<file path="src/rtl/regfile_display.sv">
// Register file (reg 0 hardwired to zero, async reads) with a registered display that is either loaded manually or scanned.
// Reads are zero latency and DISP/DISP_IDX update one edge after the cause; there is no backpressure. Optional REGFILE_DISPLAY_BYPASS_EN forwards write data to the read ports.
module regfile_display #(
  parameter int WIDTH    = 8,
  parameter int DEPTH    = 4,
  parameter int SCAN_DIV = 25000000,
  localparam int AW      = (DEPTH > 1) ? $clog2(DEPTH) : 1
) (
  input  logic             CLOCK_50,
  input  logic             RESETn,
  input  logic             RFWrite,
  input  logic [AW-1:0]    regA,
  input  logic [AW-1:0]    regB,
  input  logic [AW-1:0]    regW,
  input  logic [WIDTH-1:0] dataW,
  output logic [WIDTH-1:0] dataA,
  output logic [WIDTH-1:0] dataB,
  input  logic             EN,
  input  logic             MODE,
  output logic [WIDTH-1:0] DISP,
  output logic [AW-1:0]    DISP_IDX
);

  localparam int DW = $clog2(SCAN_DIV);
  localparam int NA = 1 << AW;

  typedef enum logic {MANUAL = 1'b0, SCAN = 1'b1} state_t;

  logic [WIDTH-1:0] regs_q [1:DEPTH-1];
  logic [WIDTH-1:0] rd_arr [NA];
  logic             wr_hit;
  logic             wr_en;

  state_t           state_q, state_d;
  logic [DW-1:0]    div_q, div_d;
  logic [AW-1:0]    idx_q, idx_d;
  logic [AW-1:0]    idx_nxt;
  logic [WIDTH-1:0] disp_q, disp_d;

  // Full address space view: entry 0 and out-of-range entries read as zero.
  always_comb begin
    for (int i = 0; i < NA; i++) rd_arr[i] = '0;
    for (int i = 1; i < DEPTH; i++) rd_arr[i] = regs_q[i];
  end

  always_comb begin
    wr_hit = 1'b0;
    for (int i = 1; i < DEPTH; i++) begin
      if (regW == AW'(i)) wr_hit = 1'b1;
    end
  end

  assign wr_en = RFWrite & wr_hit;

`ifdef REGFILE_DISPLAY_BYPASS_EN
  assign dataA = (wr_en && (regA == regW)) ? dataW : rd_arr[regA];
  assign dataB = (wr_en && (regB == regW)) ? dataW : rd_arr[regB];
`else
  assign dataA = rd_arr[regA];
  assign dataB = rd_arr[regB];
`endif

  always_ff @(posedge CLOCK_50) begin
    if (!RESETn) begin
      for (int i = 1; i < DEPTH; i++) regs_q[i] <= '0;
    end else begin
      for (int i = 1; i < DEPTH; i++) begin
        if (RFWrite && (regW == AW'(i))) regs_q[i] <= dataW;
      end
    end
  end

  assign idx_nxt = (idx_q == AW'(DEPTH - 1)) ? '0 : idx_q + AW'(1);

  // Scan loads read the array directly, so a same-cycle write shows up one refresh later.
  always_comb begin
    state_d = MODE ? SCAN : MANUAL;
    div_d   = div_q;
    idx_d   = idx_q;
    disp_d  = disp_q;
    case (state_q)
      MANUAL: begin
        if (MODE) begin
          div_d  = '0;
          idx_d  = '0;
          disp_d = rd_arr[0];
        end else if (EN) begin
          disp_d = dataA;
        end
      end
      SCAN: begin
        if (!MODE) begin
          div_d = '0;
        end else if (div_q == DW'(SCAN_DIV - 1)) begin
          div_d  = '0;
          idx_d  = idx_nxt;
          disp_d = rd_arr[idx_nxt];
        end else begin
          div_d  = div_q + DW'(1);
          disp_d = rd_arr[idx_q];
        end
      end
      default: ;
    endcase
  end

  always_ff @(posedge CLOCK_50) begin
    if (!RESETn) begin
      state_q <= MANUAL;
      div_q   <= '0;
      idx_q   <= '0;
      disp_q  <= '0;
    end else begin
      state_q <= state_d;
      div_q   <= div_d;
      idx_q   <= idx_d;
      disp_q  <= disp_d;
    end
  end

  assign DISP     = disp_q;
  assign DISP_IDX = idx_q;

endmodule

</file>
<file path="config.mk">
export PLATFORM = sky130hd
export DESIGN_NAME = regfile_display
export DESIGN_NICKNAME = d
export VERILOG_FILES = /design/src/rtl/regfile_display.sv
export SDC_FILE = /design/constraint.sdc
export NUM_CORES = 1
export LEC_CHECK = 0
export ABC_AREA = 1
export BUFFER_PORTS_ARGS = -buffer_cell sky130_fd_sc_hd__buf_2
export CAP_MARGIN = 30
export CORE_MARGIN = 4
export CORE_UTILIZATION = 45
export CTS_CLUSTER_SIZE = 40
export DETAILED_ROUTE_END_ITERATION = 8
export GPL_TIMING_DRIVEN = 0
export PLACE_DENSITY = 0.75
export SYNTH_ARGS = -nofsm -noshare
export SYNTH_HDL_FRONTEND = slang
export SYNTH_SLANG_ARGS = --single-unit
</file>
<file path="constraint.sdc">
create_clock -name CLOCK_50 -period 3.6 [get_ports CLOCK_50]
set_input_delay 1.08 -clock CLOCK_50 [delete_from_list [all_inputs] [get_ports CLOCK_50]]
set_output_delay 1.08 -clock CLOCK_50 [all_outputs]
set_load 0.01 [all_outputs]
</file>
==> summary.md <==
| Metric | Value |
|---|---|
| Status | `completed` |
| Number of gates resized after CTS | `0` |
| Commonest cells post-synth | `nand2_1, nor2_1, a21oi_1, o21ai_0, inv_1` |
| Layout Nets | `612` |
| Worst hold path startpoint | `div_q[23]` |
| Worst-Margin Slew | `0.584 ns` |
| Fill cell count | `829` |
| Synth area leader | `dfxtp_1` |
| Via density | `5.42` |
| Setup repair bufs after CTS | `0` |
| Routed Antenna Nets | `0` |
| Fin crit share | `0.909` |
| Post-Synth Simple-Gate Area | `0.306` |
| Final Hold Vio Count | `0` |
| TritonCTS buffer count | `9` |
| Fmax | `306 MHz` |
| Xor and xnor area share after synthesis | `0.0140` |
| Arrival @ worst endpoint | `2.19 ns` |
| Crit. End Element | `output pin` |
| CTS Sinks | `60` |
| Area delta synth->final | `14.7%` |
| Top-count cell post-synth | `nand2_1` |
| Clock root buffer master | `clkbuf_8` |
| Crit-path cells | `clkbuf_1, nand2_1, o21ai_0, buf_2` |
| DRC violations left | `0` |
| Cts hold-fix bufs | `0` |
| Post-synthesis sequential area ratio | `0.383` |
| Mux contribution to synthesized area | `0` |
| Synth Area in Adders | `0.00666` |
| DP HPWL | `7780 um` |
| CTS clk-pin slew, worst paths | `0.07 ns` |
| Die area | `9880 um2` |
| # H-tree levels | `3` |
| Synthesized flop and latch total | `60` |
| GRT overflow | `0` |
| Post-synth net total | `560` |
| Worst VDD drop | `222 uV` |
| Setup CP Type | `input pin to output pin` |
| I/O Buffers | `41` |
| Ant diodes | `0` |
| Pwr per Cell Area | `375 nW/um2` |
| Crit start category | `input pin` |
| Critical path peak fanout | `8` |
| CTS tree | `built` |
| Min-Delay Path Class | `register to register` |
| Leakage Power | `1.74 nW` |
| Routed len/inst | `14.5 um` |
| Synth Area in Compound Gates | `0.204` |
| Main synth FF type | `dfxtp_1` |
| Initial drt markers | `246` |
| First-pass GRT wire length | `16,800 um` |
| Routed vias | `around 3,800` |
| GR Util All Layers | `0.212` |
| Worst path slowest cell | `o21ai_0` |
| Critical path data required time | `roughly 2.5 ns` |
| Die Ht | `99.4 um` |
| Critical path's largest stage delay | `about 0.38 ns` |
| Final Core Density | `0.528` |
| Vias in the first global route | `3,591` |
| Netlist cell types | `33` |
| Initial core utilization | `0.460` |
| Final wirelength | `10,200 um` |
| Clk_lat worst skew | `0.34 ns` |
| Drt first pass iters | `5` |
| Die X | `99.4 um` |
| Launch point of the worst path | `regA[0]` |
| Tmin final | `3.27 ns` |
| Pin count of the biggest net entering global routing | `11` |
| Final Slew Violations | `0` |
| Maximum clock insertion buffer count | `2` |
| RSZ-0062 raised after global routing | `false` |
| Post-synth EDFFs | `24` |
| Share of flip-flops with an asynchronous set or reset | `0` |
| Synth area leaders | `dfxtp_1, edfxtp_1, nand2_1, a21oi_1, o21ai_0` |
| Row count | `33` |
| Clock Skews | `0.00709 ns` |
| Synth Area per Inst | `6.97 um2` |
| Setup-failing EPs final | `0` |
| Top cell type's share of synthesized area | `0.192` |
| Initial antenna violation count | `0` |
| Synth Cell Area | `3760 um2` |
| Setup TNS | `0 ns` |
| RR Startpoint | `DISP_IDX[0]` |
| Routability congestion estimate | `0.893` |
| I/O pin total | `45` |
| Placeable Area | `8180 um2` |
| Worst rel slew slack | `0.611` |
| Largest family of logic cells by synthesized area | `simple AND/OR/NAND/NOR gates` |
| Max-cap violations | `0` |
| Share of layout cells above drive strength 1 | `0.164` |
| Post-Synthesis Cells | `about 540` |
| Yosys Warn Count | `0` |
registers in the layout, summed over array words and instances, names as in the netlist:
name      count
DISP_IDX      2
div_q        25
DISP          8
state_q       1
regs_q       24
placed cells by master, fill, tap and decap left out, types with 2 or more instances in the layout:
master | netlist | routed
or2_2 | 2 | 2
clkbuf_1 | 12 | 14
nor2_4 | 2 | 2
edfxtp_1 | 24 | 24
a21oi_2 | 6 | 6
nor2_2 | 4 | 4
o21ai_0 | 66 | 66
xor2_1 | 4 | 4
buf_6 | 3 | 3
dfxtp_1 | 36 | 36
nand2_2 | 5 | 5
clkinv_1 | 3 | 3
nor2_8 | 2 | 2
o21bai_1 | 3 | 3
clkbuf_8 | 0 | 10
bufinv_16 | 0 | 2
buf_2 | 5 | 46
nand4_1 | 19 | 19
nand2_4 | 2 | 2
ha_1 | 2 | 2
xnor2_1 | 2 | 2
nand2_1 | 99 | 99
a21oi_1 | 67 | 67
inv_1 | 49 | 49
inv_2 | 5 | 5
nand3_1 | 32 | 32
nor3_1 | 2 | 2
nor2_1 | 72 | 72
nand3_2 | 5 | 5
critical path, delay by kind of cell:
kind,cells,cell delay (ns)
AO/OA/AOI/OAI,1,0.38
buffers and inverters,2,0.49
AND/OR/NAND/NOR,1,0.25
metal layers:
| layer | part of all wire | routed length [um] | track usage | vias up |
|---|---|---|---|---|
| met2 | 0.51 | 5170 | 0.378 | 136 |
| met5 | 0 | 0 | 0 | - |
| li1 | - | - | - | 1925 |
| met4 | 0.016 | 161 | 0.0735 | 0 |
| met1 | 0.41 | 4130 | 0.246 | 1722 |
| met3 | 0.071 | 719 | 0.0554 | 17 |
where the power goes:
part           leakage, nW  internal (mW)  switching (mW)
Combinational         1.11         0.0567           0.123
Clock                0.107          0.408           0.279
Sequential           0.528          0.735          0.0170
Total                 1.74           1.20           0.419
final timing paths:
check / to / slack (ns) / cells after the start
setup / recovery: dataA[3] / 0.33 / 4
hold / removal: div_q[23] / 0.49 / 2
hold reg to reg: div_q[23] / 0.49 / 2
setup reg to reg: DISP[2] / 1.75 / 7
final cells by class:
class	instances	area [um2]	share of cell area
Buffer	21	109	0.0252
Clock buffer	12	145	0.0337
Clock inverter	4	72.6	0.0168
Inverter	57	214	0.0496
Multi-Input combinational cell	401	1990	0.462
Sequential cell	60	1440	0.334
Tap cell	105	131	0.0305
Timing Repair Buffer	41	205	0.0476
through the flow:
step	worst slack (ns)	total power [mW]	hold WS (ns)	std cells	instance area (um2)
floorplan	0.682	0.873	0.459	539	3760
global placement	0.366	0.940	0.470	685	4100
detailed placement	0.344	0.945	0.479	685	4100
CTS	0.340	1.63	0.490	701	4310
global route	0.237	1.69	0.529	701	4310
finish	0.327	1.62	0.493	701	4310
cells by family after synthesis:
group	count (synthesis)
flops	60
compound gates	145
xor+xnor	6
simple gates	248
buf+inv	78
fa+ha+maj	2
(Power assumes the default switching activity.)
